File: src/rtl/repair_code_responder.sv
// Repair-code responder: arms on a repair request, checks player entries
// against the latched challenge, and reports pass/fail under attempt/time limits.
//
// Ports:
//   Clk, Reset           - clock, synchronous active-high reset
//   repair_req/challenge - start a repair and the code to match
//   entry/submit         - player code and its submit pulse
//   tick                 - timebase enable for the repair timer
//   gameover_ctrl        - aborts any repair, no result pulse
//   busy, repair_done, repair_fail, attempts_left, timer_left,
//   display_hex, lockout, q_Idle/q_Armed/q_Pass/q_Fail - status outputs
//
// Optional feature macro: REPAIR_LOCKOUT_EN (post-miss submit lockout).

module repair_code_responder #(
    parameter int MAX_ATTEMPTS  = 3,
    parameter int TIMEOUT_TICKS = 10
) (
    input  logic       Clk,
    input  logic       Reset,
    input  logic       repair_req,
    input  logic [3:0] challenge,
    input  logic [3:0] entry,
    input  logic       submit,
    input  logic       tick,
    input  logic       gameover_ctrl,
    output logic       busy,
    output logic       repair_done,
    output logic       repair_fail,
    output logic [1:0] attempts_left,
    output logic [3:0] timer_left,
    output logic [3:0] display_hex,
    output logic       lockout,
    output logic       q_Idle,
    output logic       q_Armed,
    output logic       q_Pass,
    output logic       q_Fail
);

    localparam logic [1:0] LP_ATT = 2'(MAX_ATTEMPTS);
    localparam logic [3:0] LP_TMR = 4'(TIMEOUT_TICKS);

    typedef enum logic [3:0] {
        ST_IDLE  = 4'b0001,
        ST_ARMED = 4'b0010,
        ST_PASS  = 4'b0100,
        ST_FAIL  = 4'b1000
    } state_t;

    state_t     r_state;
    state_t     w_state_nxt;
    logic [3:0] r_chal;
    logic [3:0] w_chal_nxt;
    logic [1:0] r_att;
    logic [1:0] w_att_nxt;
    logic [3:0] r_tmr;
    logic [3:0] w_tmr_nxt;

    logic       w_lock_active;
    logic       w_armed;
    logic       w_accept;
    logic       w_match;
    logic       w_wrong;
    logic       w_fail_att;
    logic       w_fail_tmr;

    assign w_armed    = (r_state == ST_ARMED);
    // A submit only counts when the lockout window is closed.
    assign w_accept   = w_armed & submit & ~w_lock_active;
    assign w_match    = w_accept & (entry == r_chal);
    assign w_wrong    = w_accept & (entry != r_chal);
    assign w_fail_att = w_wrong & (r_att == 2'd1);
    assign w_fail_tmr = w_armed & tick & (r_tmr == 4'd1);

    always_ff @(posedge Clk) begin
        if (Reset) begin
            r_state <= ST_IDLE;
            r_chal  <= 4'd0;
            r_att   <= 2'd0;
            r_tmr   <= 4'd0;
        end else begin
            r_state <= w_state_nxt;
            r_chal  <= w_chal_nxt;
            r_att   <= w_att_nxt;
            r_tmr   <= w_tmr_nxt;
        end
    end

    always_comb begin
        w_state_nxt = r_state;
        w_chal_nxt  = r_chal;
        w_att_nxt   = r_att;
        w_tmr_nxt   = r_tmr;
        if (gameover_ctrl) begin
            // Abort: return home, counters frozen where they are.
            w_state_nxt = ST_IDLE;
        end else begin
            unique case (r_state)
                ST_IDLE: begin
                    if (repair_req) begin
                        w_chal_nxt  = challenge;
                        w_att_nxt   = LP_ATT;
                        w_tmr_nxt   = LP_TMR;
                        w_state_nxt = ST_ARMED;
                    end
                end
                ST_ARMED: begin
                    if (w_match) begin
                        // A correct entry beats a same-cycle timer expiry.
                        w_state_nxt = ST_PASS;
                    end else begin
                        if (w_wrong && (r_att != 2'd0)) begin
                            w_att_nxt = r_att - 2'd1;
                        end
                        if (tick && (r_tmr != 4'd0)) begin
                            w_tmr_nxt = r_tmr - 4'd1;
                        end
                        if (w_fail_att || w_fail_tmr) begin
                            w_state_nxt = ST_FAIL;
                        end
                    end
                end
                ST_PASS: w_state_nxt = ST_IDLE;
                ST_FAIL: w_state_nxt = ST_IDLE;
                default: w_state_nxt = ST_IDLE;
            endcase
        end
    end

`ifdef REPAIR_LOCKOUT_EN
    logic [1:0] r_lock;
    logic [1:0] w_lock_nxt;

    always_ff @(posedge Clk) begin
        if (Reset) begin
            r_lock <= 2'd0;
        end else begin
            r_lock <= w_lock_nxt;
        end
    end

    always_comb begin
        w_lock_nxt = r_lock;
        if (w_state_nxt != ST_ARMED) begin
            // Window never survives leaving the armed state.
            w_lock_nxt = 2'd0;
        end else if (w_wrong) begin
            w_lock_nxt = 2'd2;
        end else if (tick && (r_lock != 2'd0)) begin
            w_lock_nxt = r_lock - 2'd1;
        end
    end

    assign w_lock_active = (r_lock != 2'd0);
`else
    assign w_lock_active = 1'b0;
`endif

    assign busy          = (r_state == ST_ARMED);
    assign repair_done   = (r_state == ST_PASS);
    assign repair_fail   = (r_state == ST_FAIL);
    assign attempts_left = r_att;
    assign timer_left    = r_tmr;
    assign display_hex   = (r_state == ST_ARMED) ? r_chal : 4'd0;
    assign lockout       = w_lock_active;
    assign q_Idle        = (r_state == ST_IDLE);
    assign q_Armed       = (r_state == ST_ARMED);
    assign q_Pass        = (r_state == ST_PASS);
    assign q_Fail        = (r_state == ST_FAIL);

endmodule

File: config.mk
export PLATFORM = sky130hd
export DESIGN_NAME = repair_code_responder
export DESIGN_NICKNAME = d
export VERILOG_FILES = /design/src/rtl/repair_code_responder.sv
export SDC_FILE = /design/constraint.sdc
export NUM_CORES = 1
export LEC_CHECK = 0
export CORE_MARGIN = 3
export CORE_UTILIZATION = 30
export CTS_BUF_LIST = sky130_fd_sc_hd__clkbuf_8
export DETAILED_ROUTE_END_ITERATION = 16
export GPL_TIMING_DRIVEN = 0
export HOLD_SLACK_MARGIN = 0.02
export SETUP_SLACK_MARGIN = 0.2
export SYNTH_ARGS = -nofsm -noshare
export SYNTH_HDL_FRONTEND = slang
export SYNTH_SLANG_ARGS = --single-unit
File: constraint.sdc
create_clock -name Clk -period 1.9 [get_ports Clk]
set_clock_uncertainty 0.1 [all_clocks]
set_input_delay 0.38 -clock Clk [delete_from_list [all_inputs] [get_ports Clk]]
set_output_delay 0.38 -clock Clk [all_outputs]
set_load 0.05 [all_outputs]
==> results of run 1 <==
## logic make-up after synthesis
logic type | Yosys count | synth area share [%]
AOI/OAI and AO/OA | 15 | 13.63
xor gates and xnor gates | 4 | 4.148
adders and majority gates | 5 | 7.407
buffers and inverters | 12 | 7.111
DFF | 14 | 33.19
muxes | 4 | 4.741
other | 1 | 0.4440
and+or+nand+nor | 37 | 29.33
## worst max-delay path by stage
stage / startpoint / endpoint / slack [ns] / cells after the start
after floorplan: timer_left[1]$_SDFFE_PP0P_ / timer_left[2]$_SDFFE_PP0P_ / -0.02 / 6
after CTS: r_state[1]$_SDFFE_PP0P_ / timer_left[2]$_SDFFE_PP0P_ / -0.01 / 6
after global routing: r_state[2]$_SDFFE_PP0P_ / timer_left[2]$_SDFFE_PP0P_ / -0.06 / 6
after detailed placement: r_state[1]$_SDFFE_PP0P_ / display_hex[3] / -0.58 / 4
final: r_state[1]$_SDFFE_PP0P_ / repair_done / 0.004 / 6
after global placement: r_state[1]$_SDFFE_PP0P_ / display_hex[0] / -0.58 / 4
## worst max-delay path, delay by kind of cell (launching register included)
family        cells  cell delay (ns)
simple gates      1             0.21
buf+inv           5             0.61
flops             1             0.34
## metrics by stage
stage | util (%) | worst slack, ns | total power, W | hold WS [ns] | TNS (ns)
after floorplan | - | -0.02009 | 0.0004734 | 0.3510 | -0.02009
after global placement | 51.17 | -0.5755 | 0.0005456 | 0.3622 | -7.495
after detailed placement | 51.17 | -0.5801 | 0.0005503 | 0.3721 | -8.153
after CTS | 62.38 | -0.01278 | 0.0008716 | 0.3782 | -0.01526
after global routing | 68.52 | -0.06466 | 0.0009413 | 0.3970 | -0.3375
final | 68.52 | 0.004340 | 0.0008937 | 0.3739 | 0
## power by group through the flow
stage,clock (W),combinational [W],sequential (W)
4_1_cts,0.000306,0.000239,0.000327
3_5_place_dp,0,0.000212,0.000339
6_report,0.000296,0.000270,0.000328
5_1_grt,0.000319,0.000291,0.000331
2_1_floorplan,0,0.000106,0.000367
3_3_place_gp,0,0.000208,0.000338
## cell type report
cell class                      count  area [um^2]
Fill cell                         209        808.3
Multi-Input combinational cell     66        676.9
Timing Repair Buffer               60        594.3
Sequential cell                    14        309.0
Buffer                              6        58.81
Clock buffer                        4        55.05
Tap cell                           30        37.54
Inverter                            6        27.53
## layer usage
layer / track usage (%) / vias up / share of wire, %
met3: 2.614 / 7 / 5.4
met1: 18.99 / 418 / 39
li1: - / 443 / -
met5: 0 / - / 0
met4: 5.825 / 0 / 2.4
met2: 29.02 / 27 / 53
## repair_timing
item	4_1_cts	5_1_grt
setup endpoints to repair	29	20
setup buffers	17	13
resized for setup	112	14
hold endpoints to repair	0	0
pin swaps	11	11
## placed cells by master, fill, tap and decap left out, drive strengths merged, types with 2 or more instances in the layout
cell,instances
ha,5
xor2,4
dlygate4sd2,14
clkdlybuf4s50,5
mux2i,4
nand3,2
buf,45
o21ai,4
dfxtp,14
nor3,5
or3,2
nand2,4
a211oi,5
and2,5
nor4b,5
clkbuf,6
nor2,7
inv,6
## sequential cells by signal, summed over array words and instances, names as in the netlist
name	cells
timer_left	4
r_state	4
attempts_left	2
r_chal	4
==> flow_metrics.env, run 1 <==
export IMPL_grt_max_degree=11
export IMPL_synth_ff_type="dfxtp_1"
export IMPL_start_util_pct=32.89
export IMPL_swShare_pct=30.58
export IMPL_synth_nets=111
export IMPL_min_period_over_period_pct=99.77
export IMPL_rr_startpoint="r_state[1]$_SDFFE_PP0P_"
export IMPL_antenna_found_initial=0
export IMPL_cp_end_kind="output port"
export IMPL_startpoint_type="flip-flop"
export IMPL_postRouteAntennaNets=0
export IMPL_critPathMaxStageDelay_ns=0.34
export IMPL_hold_violations=0
export IMPL_reg2reg_to="timer_left[3]$_SDFFE_PP0P_"
export IMPL_clock_power_share_pct=33.1
export IMPL_status="finished, final reports clean"
export IMPL_drv_cap=0
export IMPL_reg2regPathDepth=7
export IMPL_drive_gt1_share_pct=58.97
export IMPL_cts_num_sinks=14
export IMPL_h_tree_depth=1
export IMPL_grt_pass1_wl_um=4236
export IMPL_whs_path_depth=1
export IMPL_leakagePower_nw=0.7758
export IMPL_critPathArrivalTime_ns=1.42
export IMPL_first_pass_iters=4
export IMPL_critical_path_max_fanout=5
export IMPL_min_to="attempts_left[0]$_SDFFE_PP0P_"
export IMPL_grt_usage_pct=16.10
export IMPL_avgSynthCellArea_um2=9.180
export IMPL_synth_edf_count=0
export IMPL_rrSetupSlack_ns=0.004
export IMPL_cts_hold_buf=0
export IMPL_finalNonFillerCells=186
export IMPL_ir_drop_mv=0.4276
export IMPL_worstHoldStart="attempts_left[0]$_SDFFE_PP0P_"
export IMPL_num_rows=18
export IMPL_finalCriticalPeriod_ns=1.896
export IMPL_synth_area_um2=844.6
export IMPL_path_cells="buf_6 -> buf_4 -> nor4b_4 -> buf_4 -> buf_6 -> buf_8"
export IMPL_die_w_um=59.06
export IMPL_die_h_um=59.06
export IMPL_clockBufferDepth=2
export IMPL_wl_per_cell_um=13.44
export IMPL_yosys_warnings=0
export IMPL_postRouteWirelength_um=2500
export IMPL_yosysMostFrequentCell="dfxtp_1"
export IMPL_yosysSeqAreaShare_pct=33.19
export IMPL_grt_pass1_vias=926
export IMPL_path_class="reg2out"
export IMPL_synth_top_cell_area_share_pct=33.19
export IMPL_final_area_um2=1759
export IMPL_power_frac_comb_pct=30.2
export IMPL_cts_tree="done"
export IMPL_fin_nets=176
export IMPL_async_flop_share_pct=0
export IMPL_synth_common_cells="14 x dfxtp_1, 6 x inv_1, 6 x nor2_1"
export IMPL_required_ns=1.42
export IMPL_dp_cells=152
export IMPL_diodes=0
export IMPL_ios=32
export IMPL_hpwlAfterDp_um=1618
export IMPL_rsz0062_at_grt="yes"
export IMPL_clk_pin_slew_ns=0.06
export IMPL_ys_ff_latch=14
export IMPL_cts_root_buf="clkbuf_8"
export IMPL_drt_iter0_markers=20
export IMPL_min_path_type="reg2reg"
export IMPL_setup_viol=0
export IMPL_tightestPinTransition_ns=0.5414
export IMPL_cts_buffers=3
export IMPL_route_vias_total=895
export IMPL_synth_distinct_cells=36
export IMPL_slew_headroom_pct=63.91
export IMPL_power_density_nw_per_um2=508.0
export IMPL_place_congestion=0.7600
export IMPL_port_buffer_count=30
export IMPL_place_area_um2=1314
export IMPL_overflow=0
export IMPL_via_per_inst=4.812
export IMPL_fmax_mhz=527.5
export IMPL_core_um2=2567
export IMPL_p_sw_w=0.0002733
export IMPL_clock_latency_ns=0.25
export IMPL_slowest_stage="dfxtp_4"
export IMPL_syn_inst=92
export IMPL_power_share_sequential_pct=36.7
export IMPL_die_area_um2=3488
export IMPL_drcViolationCount=0
export IMPL_power_internal_w=0.0006204
export IMPL_report_final_slew_viol_count=0
export IMPL_synthTopCellsByArea="dfxtp_1 33%, ha_1 7.4%, mux2i_1 4.7%"
export IMPL_areaGrowthSynthToFinish_pct=108.3
export IMPL_yosysTopAreaCell="dfxtp_1"
(Power assumes the default switching activity.)
==> inputs of run 2 (changes only) <==
--- a/config.mk
+++ b/config.mk
@@ -15,3 +15,4 @@
 export SYNTH_ARGS = -nofsm -noshare
 export SYNTH_HDL_FRONTEND = slang
 export SYNTH_SLANG_ARGS = --single-unit
+export TNS_END_PERCENT = 100
==> results of run 2 <==
Final layout, timing and power as in run 1 (identical DEF).
